[src/rtl/instr_fetch_unit_pkg.sv]
// Shared definitions for the instruction fetch stage: state encoding,
// default IM base address and the supported IM read-latency range.
`default_nettype none

package fetch_pkg;

  typedef enum logic [2:0] {
    ST_IDLE = 3'd0,
    ST_REQ  = 3'd1,
    ST_WAIT = 3'd2,
    ST_HOLD = 3'd3,
    ST_HALT = 3'd4
  } fetch_state_e;

  localparam int IM_BASE_DEFAULT = 'h80;
  localparam int IM_LATENCY_MIN  = 1;
  localparam int IM_LATENCY_MAX  = 7;
  localparam int LAT_CNT_W       = 3;

endpackage

`default_nettype wire

[src/rtl/instr_fetch_unit_if.sv]
// Instruction-memory read port: the fetch unit is the master, memory the slave.
`default_nettype none

interface instr_fetch_unit_if #(
  parameter int DataSize   = 32,
  parameter int IMAddrSize = 10
);

  logic                  im_enable;
  logic                  im_read;
  logic [IMAddrSize-1:0] im_address;
  logic [DataSize-1:0]   im_rdata;

  modport master (
    output im_enable,
    output im_read,
    output im_address,
    input  im_rdata
  );

  modport slave (
    input  im_enable,
    input  im_read,
    input  im_address,
    output im_rdata
  );

endinterface

`default_nettype wire

[src/rtl/instr_fetch_unit_latency.sv]
// im_latency_counter: 3-bit down-counter timing the IM read latency;
// loaded on the request cycle, expire is high while the count sits at zero.
`default_nettype none

module im_latency_counter
  import fetch_pkg::*;
#(
  parameter int IM_LATENCY = 1
) (
  input  logic clock,
  input  logic reset,
  input  logic load,
  output logic expire
);

  localparam logic [LAT_CNT_W-1:0] LoadVal = LAT_CNT_W'(IM_LATENCY - 1);

  logic [LAT_CNT_W-1:0] count_q;
  logic [LAT_CNT_W-1:0] count_d;

  always_comb begin
    count_d = count_q;
    if (load) begin
      count_d = LoadVal;
    end else if (count_q != '0) begin
      count_d = count_q - 1'b1;
    end
  end

  always_ff @(posedge clock) begin
    if (reset) begin
      count_q <= '0;
    end else begin
      count_q <= count_d;
    end
  end

  assign expire = (count_q == '0);

endmodule

`default_nettype wire

[src/rtl/instr_fetch_unit.sv]
// instr_fetch_unit: owns the PC, fetches from IM and holds PC/ir until ins_done.
// Optional FETCH_ZERO_HALT_EN: a captured all-zero word halts instead of presenting.
`default_nettype none

module instr_fetch_unit
  import fetch_pkg::*;
#(
  parameter int MemSize    = 10,
  parameter int DataSize   = 32,
  parameter int IMAddrSize = 10,
  parameter int IM_BASE    = IM_BASE_DEFAULT,
  parameter int IM_LATENCY = 1
) (
  input  logic                clock,
  input  logic                reset,
  input  logic                start,
  input  logic [15:0]         total_ir,
  input  logic                ins_done,
  instr_fetch_unit_if.master  im,
  output logic [MemSize-1:0]  PC,
  output logic [DataSize-1:0] ir,
  output logic                ir_valid,
  output logic                halt
);

`ifdef FETCH_ZERO_HALT_EN
  localparam bit ZeroHalt = 1'b1;
`else
  localparam bit ZeroHalt = 1'b0;
`endif

  localparam int CmpW = (MemSize > 16) ? MemSize : 16;

  fetch_state_e        state_q;
  logic [MemSize-1:0]  pc_q;
  logic [DataSize-1:0] ir_q;
  logic                valid_q;
  logic                halt_q;
  logic                rd_q;
  logic                lat_expire;
  logic                pc_last;

  im_latency_counter #(
    .IM_LATENCY (IM_LATENCY)
  ) u_lat (
    .clock  (clock),
    .reset  (reset),
    .load   (state_q == ST_REQ),
    .expire (lat_expire)
  );

  // PC saturates: the all-ones PC is treated as the last instruction.
  assign pc_last = (CmpW'(pc_q) >= CmpW'(total_ir)) || (&pc_q);

  always_ff @(posedge clock) begin
    if (reset) begin
      state_q <= ST_IDLE;
      pc_q    <= '0;
      ir_q    <= '0;
      valid_q <= 1'b0;
      halt_q  <= 1'b0;
      rd_q    <= 1'b0;
    end else begin
      rd_q <= 1'b0;
      unique case (state_q)
        ST_IDLE: begin
          if (start) begin
            if (total_ir == 16'd0) begin
              halt_q  <= 1'b1;
              state_q <= ST_HALT;
            end else begin
              pc_q    <= MemSize'(1);
              rd_q    <= 1'b1;
              state_q <= ST_REQ;
            end
          end
        end
        ST_REQ: begin
          state_q <= ST_WAIT;
        end
        ST_WAIT: begin
          if (lat_expire) begin
            ir_q <= im.im_rdata;
            if (ZeroHalt && (im.im_rdata == '0)) begin
              halt_q  <= 1'b1;
              state_q <= ST_HALT;
            end else begin
              valid_q <= 1'b1;
              state_q <= ST_HOLD;
            end
          end
        end
        ST_HOLD: begin
          if (ins_done) begin
            valid_q <= 1'b0;
            if (pc_last) begin
              halt_q  <= 1'b1;
              state_q <= ST_HALT;
            end else begin
              pc_q    <= pc_q + 1'b1;
              rd_q    <= 1'b1;
              state_q <= ST_REQ;
            end
          end
        end
        ST_HALT: begin
          state_q <= ST_HALT;
        end
        default: begin
          state_q <= ST_IDLE;
        end
      endcase
    end
  end

  assign im.im_enable  = rd_q;
  assign im.im_read    = rd_q;
  assign im.im_address = (pc_q == '0) ? '0
                       : IMAddrSize'(IM_BASE) + IMAddrSize'(pc_q) - IMAddrSize'(1);

  assign PC       = pc_q;
  assign ir       = ir_q;
  assign ir_valid = valid_q;
  assign halt     = halt_q;

endmodule

`default_nettype wire

[src/flat_wrapper.sv]
// flat-port wrapper written by rule: the top's interface ports become plain ports
module instr_fetch_unit_flat import fetch_pkg::*;
#(
  parameter int MemSize    = 10,
  parameter int DataSize   = 32,
  parameter int IMAddrSize = 10,
  parameter int IM_BASE    = IM_BASE_DEFAULT,
  parameter int IM_LATENCY = 1
)
  (clock, reset, start, total_ir, ins_done, PC, ir, ir_valid, halt, im_im_enable, im_im_read, im_im_address, im_im_rdata);
  instr_fetch_unit_if #(.DataSize(DataSize), .IMAddrSize(IMAddrSize)) im_i ();
  input  logic clock;
  input  logic reset;
  input  logic start;
  input  logic [15:0] total_ir;
  input  logic ins_done;
  output logic [MemSize-1:0] PC;
  output logic [DataSize-1:0] ir;
  output logic ir_valid;
  output logic halt;
  output wire logic [$bits(im_i.im_enable)-1:0] im_im_enable;
  output wire logic [$bits(im_i.im_read)-1:0] im_im_read;
  output wire logic [$bits(im_i.im_address)-1:0] im_im_address;
  input wire logic [$bits(im_i.im_rdata)-1:0] im_im_rdata;
  assign im_im_enable = im_i.im_enable;
  assign im_im_read = im_i.im_read;
  assign im_im_address = im_i.im_address;
  assign im_i.im_rdata = im_im_rdata;
  instr_fetch_unit #(.MemSize(MemSize), .DataSize(DataSize), .IMAddrSize(IMAddrSize), .IM_BASE(IM_BASE), .IM_LATENCY(IM_LATENCY)) u_core (.clock(clock), .reset(reset), .start(start), .total_ir(total_ir), .ins_done(ins_done), .im(im_i), .PC(PC), .ir(ir), .ir_valid(ir_valid), .halt(halt));
endmodule
[config.mk]
export PLATFORM = sky130hd
export DESIGN_NAME = instr_fetch_unit_flat
export DESIGN_NICKNAME = d
export VERILOG_FILES = /design/src/rtl/instr_fetch_unit_pkg.sv /design/src/rtl/instr_fetch_unit_if.sv /design/src/rtl/instr_fetch_unit_latency.sv /design/src/rtl/instr_fetch_unit.sv /design/src/flat_wrapper.sv
export SDC_FILE = /design/constraint.sdc
export NUM_CORES = 1
export LEC_CHECK = 0
export CORE_MARGIN = 8
export CORE_UTILIZATION = 39
export CTS_CLUSTER_DIAMETER = 150
export CTS_CLUSTER_SIZE = 20
export DETAILED_ROUTE_END_ITERATION = 16
export GPL_TIMING_DRIVEN = 0
export PLACE_DENSITY_LB_ADDON = 0.1
export SYNTH_ARGS = -nofsm -noshare
export SYNTH_HDL_FRONTEND = slang
export SYNTH_SLANG_ARGS = --single-unit
[constraint.sdc]
create_clock -name clock -period 2 [get_ports clock]
set_input_delay 0.5 -clock clock [delete_from_list [all_inputs] [get_ports clock]]
set_output_delay 0.5 -clock clock [all_outputs]
set_load 0.01 [all_outputs]
# Word level (Yosys, flattened, before mapping)
# Cells that the tools add are included.
# word_totals
reg_bits	51
output_inout_bits	56
wordCells	63
input_bits	52
# classes
reduce_logical	15
magnitude_cmp	1
eq_ne	11
add_sub_neg	4
mux	25
# op_table
operator	count
$mux W10	5
$pmux W10 S2	1
$ge A10 B16 Y1	1
$logic_not A16 Y1	1
$mux W3	5
$pmux W3 S5	1
$add A10 B1 Y10 const B	1
$add A8 B10 Y10 const A	1
$logic_not A10 Y1	1
$mux W1	10
$reduce_and A10 Y1	1
$reduce_and A5 Y1	2
$sub A10 B1 Y10 const B	1
$ne A2 B2 Y1 const B	4
$eq A3 B2 Y1 const B	2
$logic_not A3 Y1	2
$ne A2 B1 Y1 const B	3
$pmux W1 S2	3
$reduce_and A3 Y1	2
$reduce_bool A2 Y1	2
$eq A3 B1 Y1 const B	1
$eq A3 B3 Y1 const B	1
$reduce_bool A3 Y1	1
$sub A3 B1 Y3 const B	1
other kinds (3)	3

# Depth between registers and ports, before layout
# Gate-level depths: netlist of run 1.
# depth
word_depth	5
depth_mapped	9
mapped_depth_nobuf	8

# Cells and area by module
# Synthesis of run 1 repeated with hierarchy kept, for this count alone.
# unflattened
hier_cells	345
area_unflattened_um2	2696.3
# modules_own_cells
mod	n_inst	cells_each	area_each_um2	seq_area_each_um2
instr_fetch_unit	1	329	2532.4	960.9
im_latency_counter	1	16	163.9	60.1

# Least setup slack after synthesis of run 1
# OpenSTA, ideal clock, no wires.
# synth_path
path_type	reg2out
start	register u_core.pc_q[2], in the netlist u_core.PC[2]
end	output im_im_address[2]
setup_slack_ps	-138
arrival_ps	1638
stages_incl_launch_ff	7
t_required_ps	1500
path_buffers	2
path_cell_list	dfxtp_1 -> buf_4 -> or4_1 -> nor2_1 -> and3_1 -> clkbuf_1 -> nor2_1
# synth_between
elab_chain_len	3
word_cells_on_any_way	4
cone_classes	add/sub: 2; mux: 1; reduce/logical: 1
# synth_rtl
item	line	text
start: declaration	instr_fetch_unit.sv:35	logic [MemSize-1:0] pc_q;
start signal: assignment	instr_fetch_unit.sv:72	pc_q <= MemSize'(1);
start signal: assignment	instr_fetch_unit.sv:100	pc_q <= pc_q + 1'b1;
$add A8 B10 Y10	instr_fetch_unit.sv:119	: IMAddrSize'(IM_BASE) + IMAddrSize'(pc_q) - IMAddrSize'(1);
$sub A10 B1 Y10	instr_fetch_unit.sv:119	
$mux W10 *	instr_fetch_unit.sv:118	assign im.im_address = (pc_q == '0) ? '0
end: declaration	flat_wrapper.sv:23	output wire logic [$bits(im_i.im_address)-1:0] im_im_address;
# Every way passes the cells marked *; elsewhere a longest branch is shown, timed or not.

# Final worst setup path of run 1
# layout_path
start	register u_core.pc_q[3], in the netlist u_core.PC[3]
end	output im_im_address[7]
# The elaborated chain is that of the path after synthesis.

==> run summary, run 1 <==
Vias = 2912
CTS tree = yes
Gate Count Post-Synth = 347
Reg clk slew, reported paths = 0.09 ns
Critical path arrival = 1.90 ns
Root Driver = clkbuf_8
# setup viols final = 13
Sequential fraction of the synthesis area = 0.3889
Worst Hold Slack = 0.4603 ns
Core Rows = 30
HP Class = reg -> reg
Most common cell in the synthesized netlist = nand2_1
Area leader, netlist = dfxtp_1
Hold_buf cts = 0
Clk_lat worst skew = 0.31 ns
Synthesis Warnings = 0
HP Start = u_core.ir[25]$_SDFFE_PP0P_
Pwr dens = 535.8 nW/um^2
First-pass GRT wire length = 14.06 mm
DP Cell Count = 533
Detail Placement HPWL = 6.070 mm
Die ar. = 9612 um^2
Gp weighted congestion = 0.8240
1st-pass router iterations = 4
Worst VDD drop = 375.0 uV
Hold Path End = u_core.ir[25]$_SDFFE_PP0P_
DR vias/cell = 5.219
Max transition margin = 0.5899
IO Count = 108
Ant diodes = 0
Fillers = 572
Crit-path max FO = 7
Tot Pwr = 0.002339 W
Setup WS pre-CTS = -0.7297 ns
Syn Area/Cell = 7.565 um^2
Hold depth = 2
Residual DRC = 0
H-Tree Depth = 2
Syn-to-layout area delta = 66.30%
Leak pwr = 1.691 nW
TritonCTS Buffers = 5
Worst r2r dst = u_core.halt$_SDFFE_PP0P_
Clock skew = 0.01109 ns
Syn nets = 413
Critical Path RT = 1.50 ns
Yosys top cell area share = 0.3889
Initial antenna violation count = 0
Final worst path period share = 1.198
IO Port Bufs = 106
Wire per inst = 15.81 um
ANT nets after route = 0
Unrepaired setup endpoints after global routing = true
Routed WL = 8.821 mm
Die height = 98.04 um
Worst-margin pin slew = 0.6151 ns
Hold Vio Cnt, Final = 0
Die width = 98.04 um
Area of the core = 6644 um^2
Tot GR Track Use = 0.1764
Reg2reg start = u_core.PC[3]$_SDFFE_PP0P_
Max-slew violations = 0
Ys flop type = dfxtp_1
List of most frequent post-synthesis cells = 81 x nand2_1, 51 x dfxtp_1, 40 x a21oi_1, 29 x nor2_1, 19 x inv_1
Fmax = 417.5 MHz
Non-filler cells, final = 558
Synth area leaders = dfxtp_1 39%, nand2_1 12%, a21oi_1 7.6%
Vias in the first global route = 2934
Outcome = finished with violations
DR iter-0 viols = 136
# nets final = 544
Post-synth ARST share = 0
Fin crit period = 2.395 ns
Setup TNS = -3.802 ns
Fin worst setup slack = -0.3951 ns
R2R depth = 8
TritonCTS Sinks = 51
Max Cap Viol = 0
Clock buffer depth = 2
Largest net degree at the start of global routing = 16
Startpoint Class = register
Overflow after GRT = 0
Netlist cell types = 45
Fraction of layout cells with a size suffix above 1 = 0.2741
Worst Setup End Kind = output pin
Mapped Area = 2625 um^2
Worst setup path category = reg -> out
#FFs+latches synth = 51
EDFF count, synth = 0
Initial core utilization = 0.3951
Failing checks = negative setup slack
R2r setup slk = -0.12 ns
==> worst max-delay path by stage <==
| stage | start | to | slack [ns] |
|---|---|---|---|
| 2_1_floorplan | u_core.PC[3]$_SDFFE_PP0P_ | im_im_address[6] | 0.005 |
| 3_3_place_gp | total_ir[2] | u_core.PC[5]$_SDFFE_PP0P_ | -0.74 |
| 3_5_place_dp | total_ir[9] | u_core.PC[5]$_SDFFE_PP0P_ | -0.73 |
| 4_1_cts | u_core.PC[3]$_SDFFE_PP0P_ | im_im_address[7] | -0.36 |
| 5_1_grt | u_core.PC[3]$_SDFFE_PP0P_ | im_im_address[7] | -0.46 |
| 6_report | u_core.PC[3]$_SDFFE_PP0P_ | im_im_address[7] | -0.40 |
==> power by group <==
| group | total [W] | switching [W] | internal [W] |
|---|---|---|---|
| sequential | 0.00110 | 0.0000314 | 0.00107 |
| clock | 0.000600 | 0.000359 | 0.000241 |
| combinational | 0.000639 | 0.000320 | 0.000318 |
==> what timing repair did <==
action,CTS,global route
setup buffers,11,9
endpoints found under the setup margin,55,54
gates resized for setup,100,58
pin swaps,22,21
hold endpoints to repair,0,0
==> critical path, cell delays in order (launching register included) <==
cell and delay [ns]:
dfxtp_2 0.34, buf_6 0.11, or4_4 0.54, nor2_4 0.13, and3_4 0.27, nor2_1 0.07, buf_2 0.14
==> cell usage in the layout, fill, tap and decap left out, types with 5 or more instances in the layout <==
cell             instances
buf_6                   10
clkbuf_2                11
ha_4                     7
inv_1                   14
dfxtp_1                 40
clkbuf_1                 6
nand3_1                  8
ha_1                     6
dfxtp_2                  7
buf_4                   18
buf_2                   11
nand2_1                 77
nor2_2                   5
a21oi_2                  5
inv_2                    5
nor3_1                   5
nor2_1                  22
clkbuf_8                 5
a21oi_1                 35
clkdlybuf4s50_1         83
==> cells by family after synthesis <==
logic type	Yosys count	synth area share
flops	51	0.3889
simple gates	154	0.2641
mux	1	0.003813
buf+inv	44	0.07292
xor+xnor	9	0.03003
fa+ha+maj	14	0.06673
compound gates	74	0.1735
==> registers in the layout, summed over array words and instances (netlist names) <==
signal / flops
u_core.halt: 1
u_core.ir_valid: 1
u_core.ir: 32
u_core.PC: 10
u_core.state_q: 3
u_core.u_lat.count_q: 3
u_core.im.im_enable: 1
==> final cells by class <==
cell class / instances / area [um^2] / share of cell area
flip-flops and latches: 51 / 1045 / 0.2393
clock inverters: 2 / 13.76 / 0.003153
repair buffers: 126 / 1169 / 0.2677
inverters: 20 / 75.07 / 0.01720
plain buffers: 22 / 145.1 / 0.03325
clock buffers: 5 / 68.82 / 0.01576
multi-input cells: 252 / 1749 / 0.4007
well taps: 80 / 100.1 / 0.02293
==> layer usage <==
| metal | track usage | up-vias | share of wire | routed length (um) |
|---|---|---|---|---|
| li1 | - | 1438 | - | - |
| met1 | 0.2134 | 1352 | 0.44 | 3876 |
| met2 | 0.2835 | 106 | 0.46 | 4035 |
| met3 | 0.06117 | 16 | 0.084 | 737 |
| met4 | 0.05995 | 0 | 0.019 | 172 |
| met5 | 0 | - | 0 | 0 |
==> per-stage QoR <==
stage	utilization	cell area (um^2)
3_5_place_dp	0.5765	3830
6_report	0.6571	4365
2_1_floorplan	-	2669
4_1_cts	0.6190	4113
3_3_place_gp	0.5765	3830
5_1_grt	0.6571	4365
Power figures use the tool's default switching activity.
==> inputs of run 2 (changes only) <==
--- a/config.mk
+++ b/config.mk
@@ -11,7 +11,7 @@
 export CTS_CLUSTER_SIZE = 20
 export DETAILED_ROUTE_END_ITERATION = 16
 export GPL_TIMING_DRIVEN = 0
-export PLACE_DENSITY_LB_ADDON = 0.1
+export PLACE_DENSITY = 0.77
 export SYNTH_ARGS = -nofsm -noshare
 export SYNTH_HDL_FRONTEND = slang
 export SYNTH_SLANG_ARGS = --single-unit
==> run 2 against run 1 <==
Compared with the run above:
- via count grew 1.3%
- fmax grew 0.43%
- wire length grew 2.3%
- critical path type unchanged
- clock skew shrank 0.0050 ns
- sequential power is essentially flat
- register-to-register slack gained 0.05 ns
- global-route usage shrank 0.15 points
- highest routed layer unchanged
- the run still ends with negative setup slack left
- total power grew 0.20%
- critical endpoint is now im_im_address[0]
- critical path depth is the same
- design area shrank 0.89%
- sequential cell count is the same
==> run summary, run 2 (synthesis gave the netlist of run 1 again) <==
Worst setup path category = reg -> out
Reg clk slew, reported paths = 0.09 ns (about the same)
Initial core utilization = 0.3951 (unchanged)
Most frequent cells in the layout = 83 x clkdlybuf4s50_1, 76 x nand2_1, 41 x dfxtp_1
TritonCTS Sinks = 51 (unchanged)
Commonest non-fill, non-tap cell in the layout = clkdlybuf4s50_1
TritonCTS Buffers = 5 (unchanged)
Overflow after GRT = 0 (unchanged)
Fin crit period = 2.385 ns (-0.01028 ns)
Max-slew violations = 0 (unchanged)
Worst Setup End Kind = output pin
Hold Vio Cnt, Final = 0 (unchanged)
Die height = 98.04 um (unchanged)
Worst VDD drop = 531.9 uV (+42%)
Fin worst setup slack = -0.3849 ns (+0.01028 ns)
Root Driver = clkbuf_8
Pwr dens = 541.7 nW/um^2 (+1.1%)
Max transition margin = 0.6480 (+0.05807)
Initial antenna violation count = 0 (unchanged)
IO Count = 108 (unchanged)
Worst path cell trace = buf_6 -> or4_4 -> nor2_4 -> and3_4 -> nor2_1 -> buf_2
Gp weighted congestion = 0.8240 (unchanged)
Tot GR Track Use = 0.1749 (-0.001466)
Wire per inst = 16.06 um (+1.6%)
Max FFs per register = 32 (unchanged)
Critical Path RT = 1.50 ns (about the same)
ANT nets after route = 0 (unchanged)
Largest net degree at the start of global routing = 17 (+1)
Setup WS pre-CTS = -0.7942 ns (-0.06451 ns)
Crit path max-delay family = simple AND/OR/NAND/NOR gates
Clock buffer depth = 2 (unchanged)
Die width = 98.04 um (unchanged)
Clk_lat worst skew = 0.31 ns (about the same)
Die ar. = 9612 um^2 (unchanged)
Unrepaired setup endpoints after global routing = true
Ant diodes = 0 (unchanged)
Final worst path period share = 1.192 (-0.005142)
DR iter-0 viols = 174 (+28%)
CP bufs+invs = 2 (unchanged)
Area of the core = 6644 um^2 (unchanged)
1st-pass router iterations = 4 (unchanged)
Syn-to-layout area delta = 64.82%
Design area = 4327 um^2 (-0.89%)
H-Tree Depth = 2 (unchanged)
CP peak stage delay = 0.55 ns (about the same)
DR vias/cell = 5.249 (+0.58%)
Vias = 2950 (+1.3%)
Clock skew = 0.006074 ns (-0.005012 ns)
Crit-path max FO = 7 (unchanged)
Max Cap Viol = 0 (unchanged)
Worst-margin pin slew = 0.5280 ns (-0.08710 ns)
CTS tree = yes
Routed WL = 9.023 mm (+2.3%)
IO Port Bufs = 106 (unchanged)
Fraction of layout cells with a size suffix above 1 = 0.2656 (-0.008498)
Failing checks = negative setup slack
Leak pwr = 1.675 nW (-0.93%)
First-pass GRT wire length = 14.03 mm (-0.15%)
Vias in the first global route = 2933 (-0.034%)
Outcome = finished with violations
Core Rows = 30 (unchanged)
Critical path's slowest cell = or4_4
Detail Placement HPWL = 6.321 mm (+4.1%)
Placed Area = 3830 um^2 (unchanged)
Startpoint Class = register
Critical path arrival = 1.88 ns (-0.02 ns)
# setup viols final = 12 (-1)
HP Class = reg -> reg
Fmax = 419.3 MHz (+0.43%)
# nets final = 547 (+0.55%)
Residual DRC = 0 (unchanged)
==> run 2: through the flow <==
stage                     std cells    util  hold slack [ns]  power (W)  setup TNS (ns)
after floorplan                 347       -           0.4696   0.001397               0
after global placement          533  0.5765           0.4368   0.001697          -16.32
after detailed placement        533  0.5765           0.4461   0.001708          -18.06
after CTS                       553  0.6190           0.4591   0.002335          -3.472
after global routing            562  0.6512           0.4823   0.002459          -4.734
final                           562  0.6512           0.4572   0.002344          -3.802
==> run 2: worst min-delay path, cell delays in order, from the launching register on <==
cell	delay, ns
dfxtp_1	0.32
nand2_1	0.05
a21oi_1	0.05
==> run 2: routing by layer <==
metal | GRT usage | up-vias | routed length (um)
li1 | - | 1452 | -
met1 | 0.1958 | 1369 | 3553
met2 | 0.3045 | 113 | 4591
met3 | 0.05263 | 16 | 679
met4 | 0.06475 | 0 | 198
met5 | 0 | - | 0
==> run 2: report_power, final <==
part           internal (W)  switching, W
combinational      0.000296      0.000308
sequential          0.00107     0.0000287
clock              0.000283      0.000360
total               0.00165      0.000697
==> run 2: repair_timing <==
item                                    in CTS  in global routing
hold buffers                                 0                  0
resized for setup                           97                 53
pin swaps                                   31                 26
buffers inserted                            13                 12
endpoints found under the setup margin      55                 54
==> run 2: worst paths after layout <==
path,start,endpoint,depth (start not counted),slack [ns]
hold reg to reg,u_core.ir[1]$_SDFFE_PP0P_,u_core.ir[1]$_SDFFE_PP0P_,2,0.46
hold / removal,u_core.ir[1]$_SDFFE_PP0P_,u_core.ir[1]$_SDFFE_PP0P_,2,0.46
setup / recovery,u_core.PC[3]$_SDFFE_PP0P_,im_im_address[0],6,-0.38
setup reg to reg,u_core.PC[5]$_SDFFE_PP0P_,u_core.halt$_SDFFE_PP0P_,7,-0.07
==> run 2: cell type report <==
cell class	count	area [um^2]
plain buffers	21	127.6
clock buffers	6	82.58
clock inverters	2	16.27
fillers	545	2317
inverters	20	75.07
multi-input cells	252	1699
flip-flops and latches	51	1046
well taps	80	100.1
repair buffers	130	1180
==> RTL change 1: new RTL, flow settings as in run 2 <==
`DataSize` is set to 32 in 3 places; all go to 64.
--- a/src/rtl/instr_fetch_unit_if.sv
+++ b/src/rtl/instr_fetch_unit_if.sv
@@ -4,3 +4,3 @@
 interface instr_fetch_unit_if #(
-  parameter int DataSize   = 32,
+  parameter int DataSize   = 64,
   parameter int IMAddrSize = 10
--- a/src/rtl/instr_fetch_unit.sv
+++ b/src/rtl/instr_fetch_unit.sv
@@ -8,3 +8,3 @@
   parameter int MemSize    = 10,
-  parameter int DataSize   = 32,
+  parameter int DataSize   = 64,
   parameter int IMAddrSize = 10,
--- a/src/flat_wrapper.sv
+++ b/src/flat_wrapper.sv
@@ -4,3 +4,3 @@
   parameter int MemSize    = 10,
-  parameter int DataSize   = 32,
+  parameter int DataSize   = 64,
   parameter int IMAddrSize = 10,
Interface: changed (resized im_im_rdata and ir); port bits go from 108 to 172. The function was not compared with the original's and may differ.
==> RTL change 1 against run 2 <==
The run still ends with negative setup slack left; design area is 41% higher; synthesized area increased by 40%; sequential cell count grew 32; clock skew is 0.0077 ns higher; critical endpoint is now im_im_address[5]; worst setup slack got worse by 0.11 ns; sequential share of layout area rose by 3.3 points; maximum frequency shrank 4.3%; routed wire length is 39% higher; non-clock buffer count grew 61; total power rose by 80%; die area grew 33%.
==> RTL change 1: results <==
group,metric,value,unit
global_routing,grtUsageMet2,0.3317,
power,sw_frac_of_total,0.2990,
synthesis,synth.distinct_cells,48,
sta,final-setup-viol-count,23,
cells_and_area,drive_above_1_share,0.1632,
placement,postPlaceCellArea,5632,um2
placement,gp_routability_congestion,0.8339,
global_routing,grt_first_pass_wirelength,20310,um
clock_network,htree_levels,3,
placement,port_buffers,170,
cells_and_area,n_fill_cell,801,
synthesis,synthXorXnorAreaFrac,0.01901,
sta,post-route-worst-setup-slack,-0.4932,ns
cells_and_area,stdcell_count,785,
global_routing,grt_total_usage,0.1944,
global_routing,use_met3,0.1097,
drt,detail_route.wirelength.met1,4654,um
global_routing,first_global_vias,4115,
worst_setup_path,critPathArrivalTime,1.99,ns
synthesis,synth.yosys.seq_area_share,0.4508,
clock_network,ctsResizeCount,96,
outcome,failed_checks,"negative setup slack",
outcome,status,"finished, violations left",
clock_network,num_cts_buffers,9,
synthesis,synth.net_count,575,
clock_network,post_cts_buffers,10,
power,combPwrFrac,0.259,
drt,wl_met3,1731,um
RTL change 1: path summary, 6_finish.rpt:
path	startpoint	to	slack (ns)	depth (start not counted)
hold reg to reg	u_core.ir[40]$_SDFFE_PP0P_	u_core.ir[40]$_SDFFE_PP0P_	0.46	2
setup / recovery	u_core.PC[2]$_SDFFE_PP0P_	im_im_address[5]	-0.49	7
setup reg to reg	u_core.PC[2]$_SDFFE_PP0P_	u_core.PC[8]$_SDFFE_PP0P_	-0.36	9
hold / removal	u_core.ir[40]$_SDFFE_PP0P_	u_core.ir[40]$_SDFFE_PP0P_	0.46	2
RTL change 1: cell type report:
class | count | area share
Clock inverter | 6 | 0.01129
Inverter | 20 | 0.01273
Tap cell | 111 | 0.02279
Sequential cell | 83 | 0.2752
Clock buffer | 10 | 0.02259
Buffer | 29 | 0.02567
Timing Repair Buffer | 183 | 0.2885
Multi-Input combinational cell | 343 | 0.3413
==> RTL change 2: new RTL, settings of run 2 <==
Made on the original files. Re-encode `fetch_state_e` (5 states) as one-hot, 5 bits wide.
--- a/src/rtl/instr_fetch_unit_pkg.sv
+++ b/src/rtl/instr_fetch_unit_pkg.sv
@@ -6,8 +6,8 @@
 
-  typedef enum logic [2:0] {
-    ST_IDLE = 3'd0,
-    ST_REQ  = 3'd1,
-    ST_WAIT = 3'd2,
-    ST_HOLD = 3'd3,
-    ST_HALT = 3'd4
+  typedef enum logic [4:0] {
+    ST_IDLE = 5'b00001,
+    ST_REQ  = 5'b00010,
+    ST_WAIT = 5'b00100,
+    ST_HOLD = 5'b01000,
+    ST_HALT = 5'b10000
   } fetch_state_e;
Function: no difference found for any inputs over 10 cycles, from zero or initial values and one cycle with reset high; not proved beyond that.
==> RTL change 2 against run 2 <==
The run still ends with negative setup slack left; synthesized cell count is 6.1% higher; design area is 5.4% higher; synthesized area is 10% higher; sequential cell count is 2 higher; routed wire length is 4.2% higher; critical path depth stayed put; via count is 5.6% higher; count of clock-buffer cells in the layout stayed put; final cell count is 6.9% higher; total power is 2.1% higher; first-iteration DRC count is 13% higher; worst setup slack better by 0.012 ns.
==> RTL change 2: results <==
group,metric,value,unit
worst_hold_path,hold-path-endpoint,"u_core.ir[4]$_SDFFE_PP0P_",
drt,wl_met3,738,um
synthesis,synthMuxAreaShare,0.007334,
synthesis,post_synth_most_frequent_cells,"sky130_fd_sc_hd__nand2_1 (77), sky130_fd_sc_hd__dfxtp_1 (53), sky130_fd_sc_hd__a21oi_1 (42)",
synthesis,synth_compound_gate_area_share,0.1933,
placement,gp_routability_congestion,0.8485,
global_routing,use_met3,0.05722,
worst_setup_path,regToRegStartpoint,"u_core.PC[0]$_SDFFE_PP0P_",
sta,post-route-worst-setup-slack,-0.3732,ns
outcome,failed_checks,"negative setup slack",
global_routing,gr-usage-met1,0.2192,
global_routing,grt_first_pass_wirelength,15640,um
clock_network,ctsResizeCount,92,
power,power.static_leakage,1.800,nW
cells_and_area,stdcell_count,601,
synthesis,synth.distinct_cells,59,
drt,routed-wl-met2,4725,um
global_routing,grtUsageMet2,0.3093,
placement,placed_cells,574,
sta,fin_hold_ws,0.4573,ns
outcome,status,"finished, violations left",
placement,dp_hpwl,6887,um
drt,postRouteWirelength,9402,um
sta,final-setup-viol-count,12,
sta,finalClockSkew,0.01460,ns
synthesis,post_synth_inst_count,368,
worst_setup_path,worst-r2r-setup-slack,-0.03,ns
worst_setup_path,critical_path.endpoint,"im_im_address[2]",
synthesis,synthXorXnorAreaFrac,0.02718,
drt,violation_count_after_the_first_detailed_route_iteration,196,
==> RTL change 2: cell count changes after synthesis, moves of 3 or more <==
| cell | delta |
|---|---|
| sky130_fd_sc_hd__nand3_1 | +4 |
| sky130_fd_sc_hd__nor2_1 | -9 |
| sky130_fd_sc_hd__o21ai_1 | +3 |
| sky130_fd_sc_hd__nand2b_1 | +6 |
| sky130_fd_sc_hd__a211oi_1 | -6 |
| sky130_fd_sc_hd__a31o_2 | -3 |
| sky130_fd_sc_hd__buf_2 | +8 |
| sky130_fd_sc_hd__o31ai_1 | -6 |
| sky130_fd_sc_hd__a21o_1 | +3 |
| sky130_fd_sc_hd__nand2_1 | -4 |
| sky130_fd_sc_hd__a31oi_1 | +3 |
| sky130_fd_sc_hd__clkbuf_1 | -5 |
| sky130_fd_sc_hd__o21ai_0 | +4 |
==> RTL change 2: final cells by class <==
class / count / area [um2] / share of cell area
inverter: 19 / 71.32 / 0.01564
sequential: 53 / 1084 / 0.2377
buffer: 24 / 150.1 / 0.03293
clock inverter: 2 / 38.79 / 0.008507
multi-input combinational: 270 / 1862 / 0.4083
tap: 99 / 123.9 / 0.02717
clock buffer: 6 / 72.57 / 0.01592
timing repair buffer: 128 / 1157 / 0.2538
==> RTL change 2: logic make-up (layout without fill, tap and decap cells) <==
group / count (synthesis) / count (layout)
AO/OA/AOI/OAI: 83 / 83
XOR/XNOR: 9 / 9
adder cells (fa/ha/maj): 14 / 14
AND/OR/NAND/NOR: 162 / 162
buffers and inverters: 45 / 179
flip-flops: 53 / 53
multiplexers: 2 / 2
==> RTL change 2: where the power goes <==
group	switching [W]	total (W)	internal, W
clock network	0.000368	0.000745	0.000377
registers	0.0000325	0.00112	0.00109
logic	0.000252	0.000525	0.000273
total	0.000653	0.00239	0.00174
